==> src/rtl/sopc_mem_arbiter_pkg.sv <==
// Shared types, sizing constants and helpers for the SOPC shared-memory arbiter.
package sopc_mem_arbiter_pkg;

  localparam int unsigned MAX_MASTERS = 8;
  localparam int unsigned IDX_W       = 3;
  localparam int unsigned CNT_W       = 4;

  localparam logic CHIP_ENABLE   = 1'b1;
  localparam logic CHIP_DISABLE  = 1'b0;
  localparam logic WRITE_DISABLE = 1'b0;

  typedef enum logic [1:0] {
    ST_IDLE  = 2'd0,
    ST_ISSUE = 2'd1,
    ST_WAIT  = 2'd2,
    ST_ACK   = 2'd3
  } state_t;

  // Index of the set bit of a one-hot vector (zero when empty).
  function automatic logic [IDX_W-1:0] onehot_to_idx(input logic [MAX_MASTERS-1:0] oh);
    logic [IDX_W-1:0] idx;
    idx = '0;
    for (int i = 0; i < int'(MAX_MASTERS); i++) begin
      if (oh[i]) idx = IDX_W'(i);
    end
    return idx;
  endfunction

endpackage

==> src/rtl/sopc_mem_arbiter_if.sv <==
// Bus bundle around the arbiter: master-side request lanes plus the memory port.
// The master modport is the environment (masters and memory); slave is the arbiter.
interface sopc_mem_arbiter_if #(
  parameter int unsigned N_MASTERS = 2,
  parameter int unsigned ADDR_W    = 32,
  parameter int unsigned DATA_W    = 32
);

  logic [N_MASTERS-1:0]        m_req;
  logic [N_MASTERS-1:0]        m_we;
  logic [N_MASTERS*ADDR_W-1:0] m_addr;
  logic [N_MASTERS*DATA_W-1:0] m_wdata;
  logic [N_MASTERS-1:0]        m_ack;
  logic [DATA_W-1:0]           m_rdata;
  logic                        mem_ce;
  logic                        mem_we;
  logic [ADDR_W-1:0]           mem_addr;
  logic [DATA_W-1:0]           mem_wdata;
  logic [DATA_W-1:0]           mem_rdata;
  logic                        busy;

  modport master (
    output m_req, m_we, m_addr, m_wdata, mem_rdata,
    input  m_ack, m_rdata, mem_ce, mem_we, mem_addr, mem_wdata, busy
  );

  modport slave (
    input  m_req, m_we, m_addr, m_wdata, mem_rdata,
    output m_ack, m_rdata, mem_ce, mem_we, mem_addr, mem_wdata, busy
  );

endinterface

==> src/rtl/sopc_mem_arbiter_rr_picker.sv <==
// Combinational round-robin search: first requester after the last granted index.
module sopc_rr_picker
  import sopc_mem_arbiter_pkg::*;
#(
  parameter int unsigned N_MASTERS = 2
) (
  input  logic [N_MASTERS-1:0] req,
  input  logic [IDX_W-1:0]     ptr,
  output logic [N_MASTERS-1:0] grant_c,
  output logic                 valid_c
);

  logic [MAX_MASTERS-1:0] req_pad;
  logic [MAX_MASTERS-1:0] gnt_pad;
  logic [IDX_W-1:0]       idx;
  int                     sum;

  // Walk ptr+1 .. ptr+N (mod N) and take the first set request.
  always_comb begin
    req_pad = MAX_MASTERS'(req);
    gnt_pad = '0;
    valid_c = 1'b0;
    idx     = '0;
    sum     = 0;
    for (int k = 1; k <= int'(N_MASTERS); k++) begin
      sum = int'(ptr) + k;
      if (sum >= int'(N_MASTERS)) sum = sum - int'(N_MASTERS);
      idx = IDX_W'(sum);
      if (!valid_c && req_pad[idx]) begin
        gnt_pad[idx] = 1'b1;
        valid_c      = 1'b1;
      end
    end
    grant_c = gnt_pad[N_MASTERS-1:0];
  end

endmodule

==> src/rtl/sopc_mem_arbiter.sv <==
// Shared instruction/data memory port: round-robin arbitration across N masters
// and fixed-latency issue to a single memory.
module sopc_mem_arbiter
  import sopc_mem_arbiter_pkg::*;
#(
  parameter int unsigned N_MASTERS   = 2,
  parameter int unsigned ADDR_W      = 32,
  parameter int unsigned DATA_W      = 32,
  parameter int unsigned WAIT_CYCLES = 0
) (
  input logic               clk,
  input logic               rst,
  sopc_mem_arbiter_if.slave bus
);

  state_t                 state;
  logic [IDX_W-1:0]       ptr;
  logic [N_MASTERS-1:0]   gnt_q;
  logic [CNT_W-1:0]       cnt;
  logic [N_MASTERS-1:0]   grant_c;
  logic                   valid_c;
  logic [IDX_W-1:0]       g_idx;
  logic [MAX_MASTERS-1:0] we_pad;
  logic [ADDR_W-1:0]      addr_arr  [MAX_MASTERS];
  logic [DATA_W-1:0]      wdata_arr [MAX_MASTERS];

  sopc_rr_picker #(.N_MASTERS(N_MASTERS)) u_picker (
    .req     (bus.m_req),
    .ptr     (ptr),
    .grant_c (grant_c),
    .valid_c (valid_c)
  );

  // Unpack the flattened master lanes so the winner can be selected by index.
  always_comb begin
    g_idx  = onehot_to_idx(MAX_MASTERS'(grant_c));
    we_pad = MAX_MASTERS'(bus.m_we);
    for (int i = 0; i < int'(MAX_MASTERS); i++) begin
      addr_arr[i]  = '0;
      wdata_arr[i] = '0;
    end
    for (int i = 0; i < int'(N_MASTERS); i++) begin
      addr_arr[i]  = bus.m_addr[i*ADDR_W +: ADDR_W];
      wdata_arr[i] = bus.m_wdata[i*DATA_W +: DATA_W];
    end
  end

  // Transaction FSM; every output is a register updated alongside the state.
  always_ff @(posedge clk) begin
    if (rst) begin
      state         <= ST_IDLE;
      ptr           <= IDX_W'(N_MASTERS - 1);
      gnt_q         <= '0;
      cnt           <= '0;
      bus.m_ack     <= '0;
      bus.m_rdata   <= '0;
      bus.mem_ce    <= CHIP_DISABLE;
      bus.mem_we    <= WRITE_DISABLE;
      bus.mem_addr  <= '0;
      bus.mem_wdata <= '0;
      bus.busy      <= 1'b0;
    end else begin
      case (state)
        ST_IDLE: begin
          if (valid_c) begin
            state         <= ST_ISSUE;
            ptr           <= g_idx;
            gnt_q         <= grant_c;
            bus.mem_ce    <= CHIP_ENABLE;
            bus.mem_we    <= we_pad[g_idx];
            bus.mem_addr  <= addr_arr[g_idx];
            bus.mem_wdata <= wdata_arr[g_idx];
            bus.busy      <= 1'b1;
          end
        end
        ST_ISSUE: begin
          bus.mem_ce <= CHIP_DISABLE;
          cnt        <= CNT_W'(WAIT_CYCLES);
          if (WAIT_CYCLES == 0) begin
            state     <= ST_ACK;
            bus.m_ack <= gnt_q;
            if (bus.mem_we == WRITE_DISABLE) bus.m_rdata <= bus.mem_rdata;
          end else begin
            state <= ST_WAIT;
          end
        end
        ST_WAIT: begin
          cnt <= cnt - CNT_W'(1);
          if (cnt == CNT_W'(1)) begin
            state     <= ST_ACK;
            bus.m_ack <= gnt_q;
            if (bus.mem_we == WRITE_DISABLE) bus.m_rdata <= bus.mem_rdata;
          end
        end
        ST_ACK: begin
          state     <= ST_IDLE;
          bus.m_ack <= '0;
          bus.busy  <= 1'b0;
        end
        default: state <= ST_IDLE;
      endcase
    end
  end

endmodule

==> src/flat_wrapper.sv <==
// flat-port wrapper written by rule: the top's interface ports become plain ports
module sopc_mem_arbiter_flat import sopc_mem_arbiter_pkg::*;
#(
  parameter int unsigned N_MASTERS   = 2,
  parameter int unsigned ADDR_W      = 32,
  parameter int unsigned DATA_W      = 32,
  parameter int unsigned WAIT_CYCLES = 0
)
  (clk, rst, bus_m_req, bus_m_we, bus_m_addr, bus_m_wdata, bus_mem_rdata, bus_m_ack, bus_m_rdata, bus_mem_ce, bus_mem_we, bus_mem_addr, bus_mem_wdata, bus_busy);
  sopc_mem_arbiter_if #(.N_MASTERS(N_MASTERS), .ADDR_W(ADDR_W), .DATA_W(DATA_W)) bus_i ();
  input logic clk;
  input logic rst;
  input wire logic [$bits(bus_i.m_req)-1:0] bus_m_req;
  input wire logic [$bits(bus_i.m_we)-1:0] bus_m_we;
  input wire logic [$bits(bus_i.m_addr)-1:0] bus_m_addr;
  input wire logic [$bits(bus_i.m_wdata)-1:0] bus_m_wdata;
  input wire logic [$bits(bus_i.mem_rdata)-1:0] bus_mem_rdata;
  output wire logic [$bits(bus_i.m_ack)-1:0] bus_m_ack;
  output wire logic [$bits(bus_i.m_rdata)-1:0] bus_m_rdata;
  output wire logic [$bits(bus_i.mem_ce)-1:0] bus_mem_ce;
  output wire logic [$bits(bus_i.mem_we)-1:0] bus_mem_we;
  output wire logic [$bits(bus_i.mem_addr)-1:0] bus_mem_addr;
  output wire logic [$bits(bus_i.mem_wdata)-1:0] bus_mem_wdata;
  output wire logic [$bits(bus_i.busy)-1:0] bus_busy;
  assign bus_i.m_req = bus_m_req;
  assign bus_i.m_we = bus_m_we;
  assign bus_i.m_addr = bus_m_addr;
  assign bus_i.m_wdata = bus_m_wdata;
  assign bus_i.mem_rdata = bus_mem_rdata;
  assign bus_m_ack = bus_i.m_ack;
  assign bus_m_rdata = bus_i.m_rdata;
  assign bus_mem_ce = bus_i.mem_ce;
  assign bus_mem_we = bus_i.mem_we;
  assign bus_mem_addr = bus_i.mem_addr;
  assign bus_mem_wdata = bus_i.mem_wdata;
  assign bus_busy = bus_i.busy;
  sopc_mem_arbiter #(.N_MASTERS(N_MASTERS), .ADDR_W(ADDR_W), .DATA_W(DATA_W), .WAIT_CYCLES(WAIT_CYCLES)) u_core (.clk(clk), .rst(rst), .bus(bus_i));
endmodule
==> config.mk <==
export PLATFORM = sky130hd
export DESIGN_NAME = sopc_mem_arbiter_flat
export DESIGN_NICKNAME = d
export VERILOG_FILES = /design/src/rtl/sopc_mem_arbiter_pkg.sv /design/src/rtl/sopc_mem_arbiter_if.sv /design/src/rtl/sopc_mem_arbiter_rr_picker.sv /design/src/rtl/sopc_mem_arbiter.sv /design/src/flat_wrapper.sv
export SDC_FILE = /design/constraint.sdc
export NUM_CORES = 1
export LEC_CHECK = 0
export BUFFER_PORTS_ARGS = -buffer_cell sky130_fd_sc_hd__buf_2
export CAP_MARGIN = 20
export CORE_UTILIZATION = 50
export CTS_BUF_LIST = sky130_fd_sc_hd__clkbuf_4 sky130_fd_sc_hd__clkbuf_8
export DETAILED_ROUTE_END_ITERATION = 6
export HOLD_SLACK_MARGIN = 0.03
export PLACE_DENSITY = 0.84
export SETUP_SLACK_MARGIN = 0.1
export SLEW_MARGIN = 10
export SYNTH_ARGS = -nofsm -noshare
export SYNTH_HDL_FRONTEND = slang
export SYNTH_HIERARCHICAL = 1
export SYNTH_SLANG_ARGS = --single-unit
export TNS_END_PERCENT = 5
==> constraint.sdc <==
create_clock -name clk -period 4.42 [get_ports clk]
set_input_delay 0.663 -clock clk [delete_from_list [all_inputs] [get_ports clk]]
set_output_delay 0.663 -clock clk [all_outputs]
set_load 0.01 [all_outputs]
# [Word-level counts from Yosys, hierarchy flattened]
# Index checks and enable logic that the tools add are counted.
[word_totals] reg_bits=112 input_bits=166 output_inout_bits=101 wordCells=82
[classes] addsub=5 n_lt_le_gt_ge=8 n_eq_ne=6 muxes=35 bitwise=2 reduce_logical=15
[op_table] operator="binary-select mux 32 bit (select 3 bit)" n=2
[op_table] operator="two-way mux 32 bit" n=6
[op_table] operator="case mux 32 bit (2 select lines)" n=1
[op_table] operator="AND reduction 2 bit" n=6
[op_table] operator="two-way mux 2 bit" n=5
[op_table] operator="binary-select mux 1 bit (select 3 bit)" n=3
[op_table] operator="two-way mux 1 bit" n=9
[op_table] operator=">= comparator 4 x 2 -> 1 bit, second input constant" n=2
[op_table] operator="< comparator 3 x 4 -> 1 bit, second input constant" n=2
[op_table] operator="case mux 2 bit (4 select lines)" n=1
[op_table] operator="case mux 4 bit (2 select lines)" n=1
[op_table] operator="demux 1 bit (select 3 bit)" n=2
[op_table] operator=">= comparator 3 x 1 -> 1 bit, second input constant" n=2
[op_table] operator="two-way mux 3 bit" n=2
[op_table] operator="case mux 2 bit (3 select lines)" n=1
[op_table] operator="nonzero test 2 bit" n=3
[op_table] operator="subtractor 3 x 2 -> 3 bit, second input constant" n=2
[op_table] operator="adder 3 x 1 -> 4 bit, second input constant" n=1
[op_table] operator="adder 3 x 2 -> 4 bit, second input constant" n=1
[op_table] operator="== test 2 bit, second input constant" n=2
[op_table] operator="== test 4 x 1 -> 1 bit, second input constant" n=1
[op_table] operator=">= comparator 4 bit, second input constant" n=1
[op_table] operator="< comparator 1 x 4 -> 1 bit, second input constant" n=1
[op_table] operator="inverter 1 -> 4 bit" n=1
[op_table] operator="10 further kinds" n=13

# [Depth between registers and ports, before layout]
# Gate-level depths: netlist of run 1.
[logic_depth] depth_word=15 ltp_mapped=11 mapped_depth_nobuf=9

# [By module]
# Netlist of run 1, hierarchy kept.
[by_module_without_submodules] mod="sopc_mem_arbiter" instances=1 cells_each=513 area_each_um2=4986.0 seq_area_each_um2=2202.1
[by_module_without_submodules] mod="sopc_rr_picker" instances=1 cells_each=27 area_each_um2=236.5 seq_area_each_um2=0.0

# [Least setup slack after synthesis of run 1]
# Ideal clock, no wire load.
[synth_timing] path_type="register to register" from="register u_core.ptr[0]" to="register u_core.bus.mem_addr[0]" setup_time_ns=0.138 arrival_ns=2.142 slack_ns=2.140 path_stages_with_launch=11 n_path_buf=3 path_cell_list="dfxtp_1 inv_1 ha_1 o21a_1 a21oi_1 a32oi_1 and2_1 buf_2 buf_2 buf_1 a211oi_1"
[synth_lines] item="from (decl)" line_no="sopc_mem_arbiter.sv:17" text="logic [IDX_W-1:0] ptr;"
[synth_lines] item="from (signal assigned)" line_no="sopc_mem_arbiter.sv:52" text="ptr <= IDX_W'(N_MASTERS - 1);"
[synth_lines] item="from (signal assigned)" line_no="sopc_mem_arbiter.sv:67" text="ptr <= g_idx;"
[synth_lines] item="adder 3 x 1 -> 4 bit" line_no="sopc_mem_arbiter_rr_picker.sv:26" text="sum = int'(ptr) + k;"
[synth_lines] item=">= comparator 4 x 2 -> 1 bit / subtractor 3 x 2 -> 3 bit (equally long branches)" line_no="sopc_mem_arbiter_rr_picker.sv:27" text="if (sum >= int'(N_MASTERS)) sum = sum - int'(N_MASTERS);"
[synth_lines] item="two-way mux 3 bit" line_no="sopc_mem_arbiter_rr_picker.sv:27"
[synth_lines] item="binary-select mux 1 bit (select 3 bit)" line_no="sopc_mem_arbiter_rr_picker.sv:29" text="if (!valid_c && req_pad[idx]) begin"
[synth_lines] item="two-way mux 1 bit (implied by the code)" line_no="sopc_mem_arbiter_rr_picker.sv:29"
[synth_lines] item="two-way mux 1 bit" line_no="sopc_mem_arbiter_rr_picker.sv:29"
[synth_lines] item="logical NOT 1 bit" line_no="sopc_mem_arbiter_rr_picker.sv:29"
[synth_lines] item="logical AND 1 bit" line_no="sopc_mem_arbiter_rr_picker.sv:29"
[synth_lines] item="two-way mux 1 bit *" line_no="sopc_mem_arbiter_rr_picker.sv:29"
[synth_lines] item="net u_core.valid_c" line_no="sopc_mem_arbiter.sv:21" text="logic valid_c;"
[synth_lines] item="AND reduction 2 bit (no source line) *"
[synth_lines] item="to (signal assigned)" line_no="sopc_mem_arbiter.sv:71" text="bus.mem_addr <= addr_arr[g_idx];"
[synth_lines] item="to (decl)" line_no="sopc_mem_arbiter_if.sv:29" text="output m_ack, m_rdata, mem_ce, mem_we, mem_addr, mem_wdata, busy"
# The timed path passes the listed nets; every way through them passes the cells marked *. The select of a mux whose other input is x is not followed.
# A chain may end at the register's enable or synchronous reset.

# [Final worst setup path of run 1]
[layout_timing] from="register u_core.ptr[0]" to="register u_core.bus.mem_wdata[28]"
[layout_lines] item="adder 3 x 1 -> 4 bit" line_no="sopc_mem_arbiter_rr_picker.sv:26"
[layout_lines] item=">= comparator 4 x 2 -> 1 bit / subtractor 3 x 2 -> 3 bit (equally long branches)" line_no="sopc_mem_arbiter_rr_picker.sv:27"
[layout_lines] item="two-way mux 3 bit" line_no="sopc_mem_arbiter_rr_picker.sv:27"
[layout_lines] item="binary-select mux 1 bit (select 3 bit)" line_no="sopc_mem_arbiter_rr_picker.sv:29"
[layout_lines] item="two-way mux 1 bit (implied by the code)" line_no="sopc_mem_arbiter_rr_picker.sv:29"
[layout_lines] item="two-way mux 1 bit" line_no="sopc_mem_arbiter_rr_picker.sv:29"
[layout_lines] item="logical NOT 1 bit" line_no="sopc_mem_arbiter_rr_picker.sv:29"
[layout_lines] item="logical AND 1 bit" line_no="sopc_mem_arbiter_rr_picker.sv:29"
[layout_lines] item="two-way mux 1 bit *" line_no="sopc_mem_arbiter_rr_picker.sv:29"
[layout_lines] item="net u_core.valid_c" line_no="sopc_mem_arbiter.sv:21"
[layout_lines] item="AND reduction 2 bit (no source line) *"
[layout_lines] item="to (signal assigned)" line_no="sopc_mem_arbiter.sv:72" text="bus.mem_wdata <= wdata_arr[g_idx];"
[layout_lines] item="to (decl)" line_no="sopc_mem_arbiter_if.sv:29"
# Marks and branches as above.

==> flow_metrics.tcl, run 1 <==
set metrics [dict create \
    status "completed" \
    dp_cells 907 \
    yosysWarnings 6 \
    arrival_ps 3360 \
    syn_area_sq_um 5223 \
    clock_path_buffers 2 \
    period_share 0.7032 \
    fin_cells 922 \
    seq_power_share 0.373 \
    setup_viol 0 \
    grt_max_degree 71 \
    ys_ff_latch 110 \
    drt_wl_total_um 13310 \
    hold_buffers 0 \
    fin_setup_tns_ps 0 \
    p_comb_frac 0.492 \
    cp_slowest_stage_delay_ps 640 \
    fin_ws_ps 1312 \
    fin_area_sq_um 6808 \
    timing.fmax_ghz 0.3217 \
    multi_input_area_sq_um 2561 \
    ir_drop_v 0.0002954 \
    path_clk_slew_ps 100 \
    wl_per_cell_um 14.44 \
    core_sq_um 9955 \
    vias_per_cell 5.108 \
    pre_cts_ws_ps 1406 \
    clock_latency_ps 350 \
    crit_fanout 70 \
    power.density_nw_per_um2 662.7 \
    htree_levels 3 \
    slew_headroom 0.4907 \
    placed_area_sq_um 6611 \
    area_growth_pct 30.35 \
    vias 4710 \
    cts_setup_buffers 0 \
    synth_edf_count 0 \
    numCtsBuffers 9 \
    hold_depth 2 \
    ys.flop_type "dfxtp_1" \
    p_sw_mw 1.870 \
    ys_types 42 \
    period_minus_slack_ps 3108 \
    finalClockSkew_ps 12.18 \
    synthArstFlopShare 0 \
    diodes 0 \
    cts-root-buf "clkbuf_8" \
    initial_core_util 0.5246 \
    cp_slowest_cell "and2_4" \
    hold_slack_ps 471.1 \
    cts_num_sinks 110 \
    ctsResizeCount 0 \
    syn_inst 540 \
    ant_nets 0 \
    utilization 0.6839 \
    swShare 0.4145 \
    grt_usage 0.2431 \
    port_buffers 266 \
    path_cells "inv_1, ha_1, o21a_1, a21oi_1, a32oi_1, and2_4, buf_4, nor2_1, a211oi_1" \
    grt_pass1_wl_um 21340 \
    critPathCaptureType "register" \
    syn_area_per_cell_sq_um 9.671 \
    cp-start-kind "register" \
    drc 0 \
    p_int_mw 2.641 \
    fin_nets 964 \
    yosysMostFrequentCell "dfxtp_1" \
    pwr-share-clk 0.135 \
    finalMaxSlewViolations 0 \
    grt_setup_unrepaired "false" \
    dp_hpwl_um 10360 \
    grt_overflow 0 \
    gp_congestion 0.8750 \
    drive_above_1_share 0.4170 \
    timing_hold_violations_final 0 \
    yosys-top-cells-area "dfxtp_1 (42%), mux2i_1 (13%), a211oi_1 (9.3%), o32ai_2 (9.3%), inv_1 (5.5%)" \
    r2r_cells 9 \
    max-cap-violations 0 \
    fp.dieH_um 104.2 \
    worstMarginPinSlew_ps 764.0 \
    min_path_type "reg -> reg" \
    drt-pass1-iter-count 5 \
    antenna_found_initial 0 \
    yosys-top-cells-count "dfxtp_1 (110), inv_1 (76), nor2_1 (68)" \
    ys_seq_area_frac 0.4217 \
    p_leak_nw 3.103 \
    p_total_mw 4.512 \
    yosysTopAreaCell "dfxtp_1" \
    seq_area_sq_um 2202 \
    synth_top_area_share 0.4217 \
    chipWidth_um 104.2 \
    cts_tree "built" \
    required_ps 4670 \
    fillers 824 \
    pin_count 267 \
    grt_pass1_vias 4610 \
    worst-setup-path-type "reg -> reg" \
    die-area_sq_um 10860 \
    drt_iter0_markers 145 \
    std_cell_rows 36 \
]
==> power by group through the flow <==
stage	clock, mW	combinational [mW]	sequential, mW
after floorplan	0	1.29	1.89
after global placement	0	2.12	1.67
after detailed placement	0	2.23	1.70
after CTS	0.621	2.23	1.68
after global routing	0.663	2.42	1.73
final	0.610	2.22	1.68
==> layer usage <==
| layer | track usage | share of wire | vias up |
|---|---|---|---|
| li1 | - | - | 2372 |
| met1 | 0.2596 | 0.39 | 2154 |
| met2 | 0.4810 | 0.55 | 166 |
| met3 | 0.04135 | 0.046 | 18 |
| met4 | 0.07143 | 0.014 | 0 |
| met5 | 0 | 0 | - |
==> logic make-up after synthesis <==
kind of cell    count (synthesis)  share of synthesized area
buf+inv                       119                    0.09631
mux                            67                     0.1287
flops                         110                     0.4217
fa+ha+maj                      13                    0.03115
compound gates                126                     0.2281
xor+xnor                        2                   0.006229
simple gates                  102                    0.08721
other cells                     1                  0.0007180
==> placed cells by master, fill, tap and decap left out, types with 2 or more instances in the layout <==
cell type	netlist	layout
a211oi_1	65	65
a21oi_1	13	13
buf_12	0	2
buf_2	6	265
buf_4	6	4
clkbuf_8	0	10
clkinvlp_4	0	2
conb_1	1	7
dfxtp_1	110	110
ha_1	13	13
inv_1	76	76
mux2i_1	66	66
nand2_1	12	12
nand2b_1	3	3
nand3_1	5	5
nand3b_1	2	2
nand4b_1	2	2
nor2_1	68	68
nor2b_1	2	2
o2111ai_1	2	2
o21ai_0	4	4
o32ai_1	2	2
o32ai_2	30	30
xnor2_2	2	2
==> cell type report <==
| class | instances | area share |
|---|---|---|
| Inverter | 76 | 0.04190 |
| Multi-Input combinational cell | 317 | 0.3762 |
| Tap cell | 133 | 0.02444 |
| Timing Repair Buffer | 271 | 0.2051 |
| Clock buffer | 10 | 0.02022 |
| Sequential cell | 110 | 0.3235 |
| Clock inverter | 5 | 0.008638 |
==> final timing paths <==
kind	start	endpoint	slack, ps
worst max register to register	u_core/ptr[0]	u_core/bus.mem_wdata[28]	1310
worst min-delay path	u_core/gnt_q[0]	u_core/gnt_q[0]	470
worst max-delay path	u_core/ptr[0]	u_core/bus.mem_wdata[28]	1310
worst min register to register	u_core/gnt_q[0]	u_core/gnt_q[0]	470
==> critical path, delay by kind of cell, from the launching register on <==
family,cells,cell delay (ps)
fa+ha+maj,1,340
compound gates,4,790
simple gates,2,740
flops,1,530
buf+inv,2,560
==> sequential cells by signal (all words and copies together) (netlist names), 2 cells and up <==
signal / cells
u_core/cnt: 4
u_core/bus.m_rdata: 32
u_core/bus.mem_addr: 32
u_core/state: 2
u_core/gnt_q: 2
u_core/bus.mem_wdata: 32
u_core/bus.m_ack: 2
Note: power is estimated with default switching activity, not from simulation.
==> run 2, diff against run 1 <==
--- a/config.mk
+++ b/config.mk
@@ -7,11 +7,11 @@
 export LEC_CHECK = 0
 export BUFFER_PORTS_ARGS = -buffer_cell sky130_fd_sc_hd__buf_2
 export CAP_MARGIN = 20
-export CORE_UTILIZATION = 50
+export CORE_UTILIZATION = 47
 export CTS_BUF_LIST = sky130_fd_sc_hd__clkbuf_4 sky130_fd_sc_hd__clkbuf_8
 export DETAILED_ROUTE_END_ITERATION = 6
 export HOLD_SLACK_MARGIN = 0.03
-export PLACE_DENSITY = 0.84
+export PLACE_DENSITY = 0.79
 export SETUP_SLACK_MARGIN = 0.1
 export SLEW_MARGIN = 10
 export SYNTH_ARGS = -nofsm -noshare
==> constraint.sdc (replaced) <==
create_clock -name clk -period 3 [get_ports clk]
set_input_delay 0.45 -clock clk [delete_from_list [all_inputs] [get_ports clk]]
set_output_delay 0.45 -clock clk [all_outputs]
set_load 0.01 [all_outputs]
==> run 2 against run 1 <==
Net effect: flip-flop and latch count did not move; maximum frequency is 16% higher; non-clock buffer count up 2; hold slack got worse by 160 ps; utilization shrank 5.0 points; register-to-register slack lost 990 ps; clock skew fell by 5.6 ps; setup slack worse by 990 ps; die area up 6.3%; final area increased by 0.99%; clock power grew 64%; count of clock-buffer cells in the layout up 3; largest power group unchanged.
==> flow_metrics.tcl, run 2 (synthesis results as in run 1) <==
set metrics [dict create \
    wl_per_cell_um 14.23 \
    gp_congestion 0.8159 \
    arrival_ps 2930 \
    drt_iter0_markers 160 \
    timing.fmax_ghz 0.3741 \
    cts_num_sinks 110 \
    finalMaxSlewViolations 0 \
    worst-setup-path-type "reg -> reg" \
    drt_wl_total_um 13260 \
    worstMarginPinSlew_ps 616.8 \
    fin_nets 966 \
    antenna_found_initial 0 \
    grt_usage 0.2247 \
    drt-pass1-iter-count 4 \
    hold_buffers 0 \
    cts_setup_buffers 0 \
    chipWidth_um 107.4 \
    grt_max_degree 71 \
    area_growth_pct 31.65 \
    port_buffers 266 \
    dp_hpwl_um 10190 \
    crit_fanout 70 \
    ir_drop_v 0.0004400 \
    cts-root-buf "clkbuf_8" \
    final_cell_mix "buf_2 (265), dfxtp_1 (110), inv_1 (76)" \
    cts_tree "built" \
    seq_area_sq_um 2202 \
    numCtsBuffers 9 \
    status "completed" \
    period_share 0.8911 \
    utilization 0.6342 \
    p_leak_nw 3.136 \
    core_sq_um 10840 \
    fp.dieH_um 107.4 \
    vias 4640 \
    reg.largest.list "u_core/bus.m_rdata x32, u_core/bus.mem_addr x32, u_core/bus.mem_wdata x32" \
    die-area_sq_um 11540 \
    multi_input_area_sq_um 2561 \
    min_path_type "in -> reg" \
    slew_headroom 0.5888 \
    fin_setup_tns_ps 0 \
    grt_pass1_vias 4308 \
    clock_path_buffers 2 \
    std_cell_rows 38 \
    grt_overflow 0 \
    max-cap-violations 0 \
    htree_levels 3 \
    pre_cts_ws_ps 404.7 \
    fillers 896 \
    pin_count 267 \
    final_common_cell "buf_2" \
    fin_ws_ps 326.7 \
    timing_hold_violations_final 0 \
    critPathCaptureType "register" \
    grt_pass1_wl_um 20330 \
    required_ps 3260 \
    drive_above_1_share 0.4192 \
    path_clk_slew_ps 100 \
    ctsResizeCount 0 \
    clock_latency_ps 370 \
    vias_per_cell 4.979 \
    setup_viol 0 \
    initial_core_util 0.4818 \
    diodes 0 \
    power.density_nw_per_um2 983.6 \
    ant_nets 0 \
    drc 0 \
    cp-start-kind "register" \
    p_total_mw 6.763 \
    grt_setup_unrepaired "false" \
    finalClockSkew_ps 6.558 \
    period_minus_slack_ps 2673 \
]
run 2: cell types whose count changed in the layout (fill, tap and decap cells not counted):
cell and change:
clkbuf_4 +3, buf_12 +1, buf_4 +1, bufinv_16 +1, clkinv_2 -1, clkinvlp_4 -1, inv_6 -1
run 2: through the flow:
step / cells / hold WS [ps] / instance area, sq um
after CTS: 932 / 279.6 / 6875
after detailed placement: 916 / 449.5 / 6648
final: 932 / 308.0 / 6875
after floorplan: 546 / 437.0 / 5245
after global routing: 932 / 297.7 / 6875
after global placement: 916 / 449.1 / 6648
run 2: final timing paths:
check	cells past startpoint	slack (ps)	startpoint	to
max	9	330	u_core/ptr[0]	u_core/bus.mem_wdata[9]
min reg2reg	2	470	u_core/gnt_q[1]	u_core/gnt_q[1]
max reg2reg	9	330	u_core/ptr[0]	u_core/bus.mem_wdata[9]
min	3	310	bus_mem_rdata[14]	u_core/bus.m_rdata[14]
run 2: power breakdown:
| part | internal [mW] | switching [mW] |
|---|---|---|
| Sequential | 2.12 | 0.348 |
| Combinational | 1.38 | 1.91 |
| Clock | 0.522 | 0.480 |
run 2: final cells by class:
cell class,count,area share
Clock buffer,13,0.02329
Clock inverter,3,0.009827
Inverter,76,0.04149
Multi-Input combinational cell,317,0.3725
Sequential cell,110,0.3203
Tap cell,140,0.02548
Timing Repair Buffer,273,0.2071
run 2: metal layers:
| layer | part of all wire | global-route usage | up-vias |
|---|---|---|---|
| met4 | 0.025 | 0.09785 | 0 |
| met1 | 0.40 | 0.2571 | 2079 |
| met3 | 0.058 | 0.03511 | 25 |
| met5 | 0 | 0 | - |
| li1 | - | - | 2370 |
| met2 | 0.52 | 0.4106 | 166 |
run 2: worst max-delay path, cell delays in order (launching register included):
cell and delay, ps:
dfxtp_1 530, inv_1 120, ha_1 370, o21a_1 190, a21oi_1 90, a32oi_1 260, and2_4 310, buf_12 280
nor2_1 70, a211oi_1 300
==> run 3, diff against run 2 <==
--- a/config.mk
+++ b/config.mk
@@ -12,6 +12,7 @@
 export DETAILED_ROUTE_END_ITERATION = 6
 export HOLD_SLACK_MARGIN = 0.03
 export PLACE_DENSITY = 0.79
+export REMOVE_ABC_BUFFERS = 1
 export SETUP_SLACK_MARGIN = 0.1
 export SLEW_MARGIN = 10
 export SYNTH_ARGS = -nofsm -noshare
==> run 3 against run 2 <==
Net effect: first-iteration DRC count increased by 28%; highest routed layer unchanged; critical endpoint is now u_core/bus.mem_addr[19]; non-clock buffer count grew 1; final cell count increased by 0.11%; clock skew increased by 4.7 ps; register-to-register slack better by 80 ps; sequential share of layout area grew 0.094 points; total power down 0.80%; largest power group unchanged; count of clock-buffer cells in the layout did not move; setup slack improved by 85 ps; utilization shrank 0.18 points.
==> flow_metrics.tcl, run 3 (synthesis results as in run 1) <==
set metrics [dict create \
    gp_congestion 0.8381 \
    timing.fmax_ghz 0.3863 \
    p_leak_nw 3.131 \
    dp_hpwl_um 10420 \
    r2r_end "u_core/bus.mem_addr[19]" \
    cp_slowest_stage_delay_ps 540 \
    grt_max_degree 77 \
    cp-start-kind "register" \
    ctsResizeCount 0 \
    cts_setup_buffers 0 \
    drt_wl_total_um 13770 \
    antenna_found_initial 0 \
    cts_num_sinks 110 \
    critPathCaptureType "register" \
    period_minus_slack_ps 2589 \
    final_common_cell "buf_2" \
    fin_nets 967 \
    port_buffers 266 \
    slew_headroom 0.5169 \
    timing_hold_violations_final 0 \
    final_cell_mix "buf_2 (265), dfxtp_1 (110), inv_1 (76)" \
    grt_pass1_wl_um 21190 \
    max-cap-violations 0 \
    path_clk_slew_ps 100 \
    fp.dieH_um 107.4 \
    vias 4763 \
    std_cell_rows 38 \
    core_sq_um 10840 \
    hold_depth 3 \
    grt_setup_unrepaired "false" \
    drt-pass1-iter-count 5 \
    period_share 0.8629 \
    wl_per_cell_um 14.76 \
    rr_startpoint "u_core/ptr[0]" \
    p_total_mw 6.708 \
    vias_per_cell 5.105 \
    fin_cells 933 \
    arrival_ps 2860 \
    required_ps 3270 \
    min_from "bus_mem_rdata[1]" \
    clock_path_buffers 2 \
    fillers 903 \
    ir_drop_v 0.0005668 \
    initial_core_util 0.4818 \
    die-area_sq_um 11540 \
    cp_slowest_cell "dfxtp_1" \
    setup_viol 0 \
    status "completed" \
    grt_pass1_vias 4418 \
    worstMarginPinSlew_ps 724.7 \
    reg.largest.list "u_core/bus.m_rdata x32, u_core/bus.mem_addr x32, u_core/bus.mem_wdata x32" \
    finalClockSkew_ps 11.25 \
    holdPathEnd "u_core/bus.m_rdata[1]" \
    min_path_type "in -> reg" \
    dp_cells 917 \
    worst-setup-path-type "reg -> reg" \
    cts-root-buf "clkbuf_8" \
    ant_nets 0 \
    power.density_nw_per_um2 978.5 \
    chipWidth_um 107.4 \
    crit_fanout 58 \
    drt_iter0_markers 205 \
    finalMaxSlewViolations 0 \
    pin_count 267 \
    r2r_cells 9 \
    area_growth_pct 31.26 \
    critPathLaunch "u_core/ptr[0]" \
    grt_usage 0.2334 \
    clock_latency_ps 370 \
    drive_above_1_share 0.4199 \
    hold_buffers 0 \
    path_cells "inv_1, ha_1, o21a_1, a21oi_1, a32oi_1, and2_4, buf_6, nor2_1, a211oi_1" \
    cts_tree "built" \
    htree_levels 3 \
    diodes 0 \
    numCtsBuffers 9 \
    drc 0 \
    grt_overflow 0 \
    regToRegSetupSlack_ps 410 \
]
==> run 3: changes by cell type in the layout (fill, tap and decap cells not counted), sizes merged <==
cell,previous run,this run
bufinv,2,1
buf,273,274
clkinv,0,1
==> run 3: power breakdown <==
part | internal [mW] | leakage (nW) | total (mW) | switching [mW]
clock network | 0.450 | 0.106 | 0.935 | 0.484
logic | 1.37 | 2.12 | 3.30 | 1.93
registers | 2.12 | 0.903 | 2.47 | 0.354
==> run 3: per-layer routing <==
metal	GRT usage	part of all wire	vias to the layer above
li1	-	-	2374
met2	0.4088	0.52	147
met3	0.05569	0.057	23
met4	0.08023	0.021	0
met5	0	0	-
met1	0.2782	0.41	2219
==> run 3: worst max path at each step <==
stage	to	slack [ps]	depth (start not counted)
detailed placement	u_core/bus.mem_addr[30]	370	9
floorplan	u_core/bus.mem_addr[0]	-3310	7
global placement	u_core/bus.mem_addr[27]	600	9
CTS	u_core/bus.mem_addr[30]	310	9
finish	u_core/bus.mem_addr[19]	410	9
global route	u_core/bus.mem_wdata[17]	220	9
==> run 3: layout make-up <==
class / instances / area, sq um / share of cell area
Timing Repair Buffer: 274 / 1423 / 0.2075
Clock buffer: 13 / 166.4 / 0.02427
Clock inverter: 3 / 42.54 / 0.006206
Multi-Input combinational cell: 317 / 2561 / 0.3736
Tap cell: 140 / 175.2 / 0.02555
Inverter: 76 / 285.3 / 0.04161
Sequential cell: 110 / 2202 / 0.3212
==> run 3: metrics by stage <==
stage | setup TNS, ps | utilization | cell area, sq um | hold slack (ps) | setup slack (ps)
3_3_place_gp | 0 | 0.6128 | 6643 | 451.2 | 595.8
6_report | 0 | 0.6324 | 6855 | 296.0 | 411.4
4_1_cts | 0 | 0.6320 | 6852 | 281.3 | 306.2
3_5_place_dp | 0 | 0.6128 | 6643 | 462.1 | 369.5
2_1_floorplan | -223950 | - | 5027 | 431.0 | -3305
5_1_grt | 0 | 0.6324 | 6855 | 287.8 | 218.3
==> run 3: worst max-delay path, delay by kind of cell (launching register included) <==
family                     cells  cell delay (ps)
AOI/OAI and AO/OA              4              830
DFF                            1              540
buffers and inverters          2              460
adders and majority gates      1              350
and+or+nand+nor                2              300
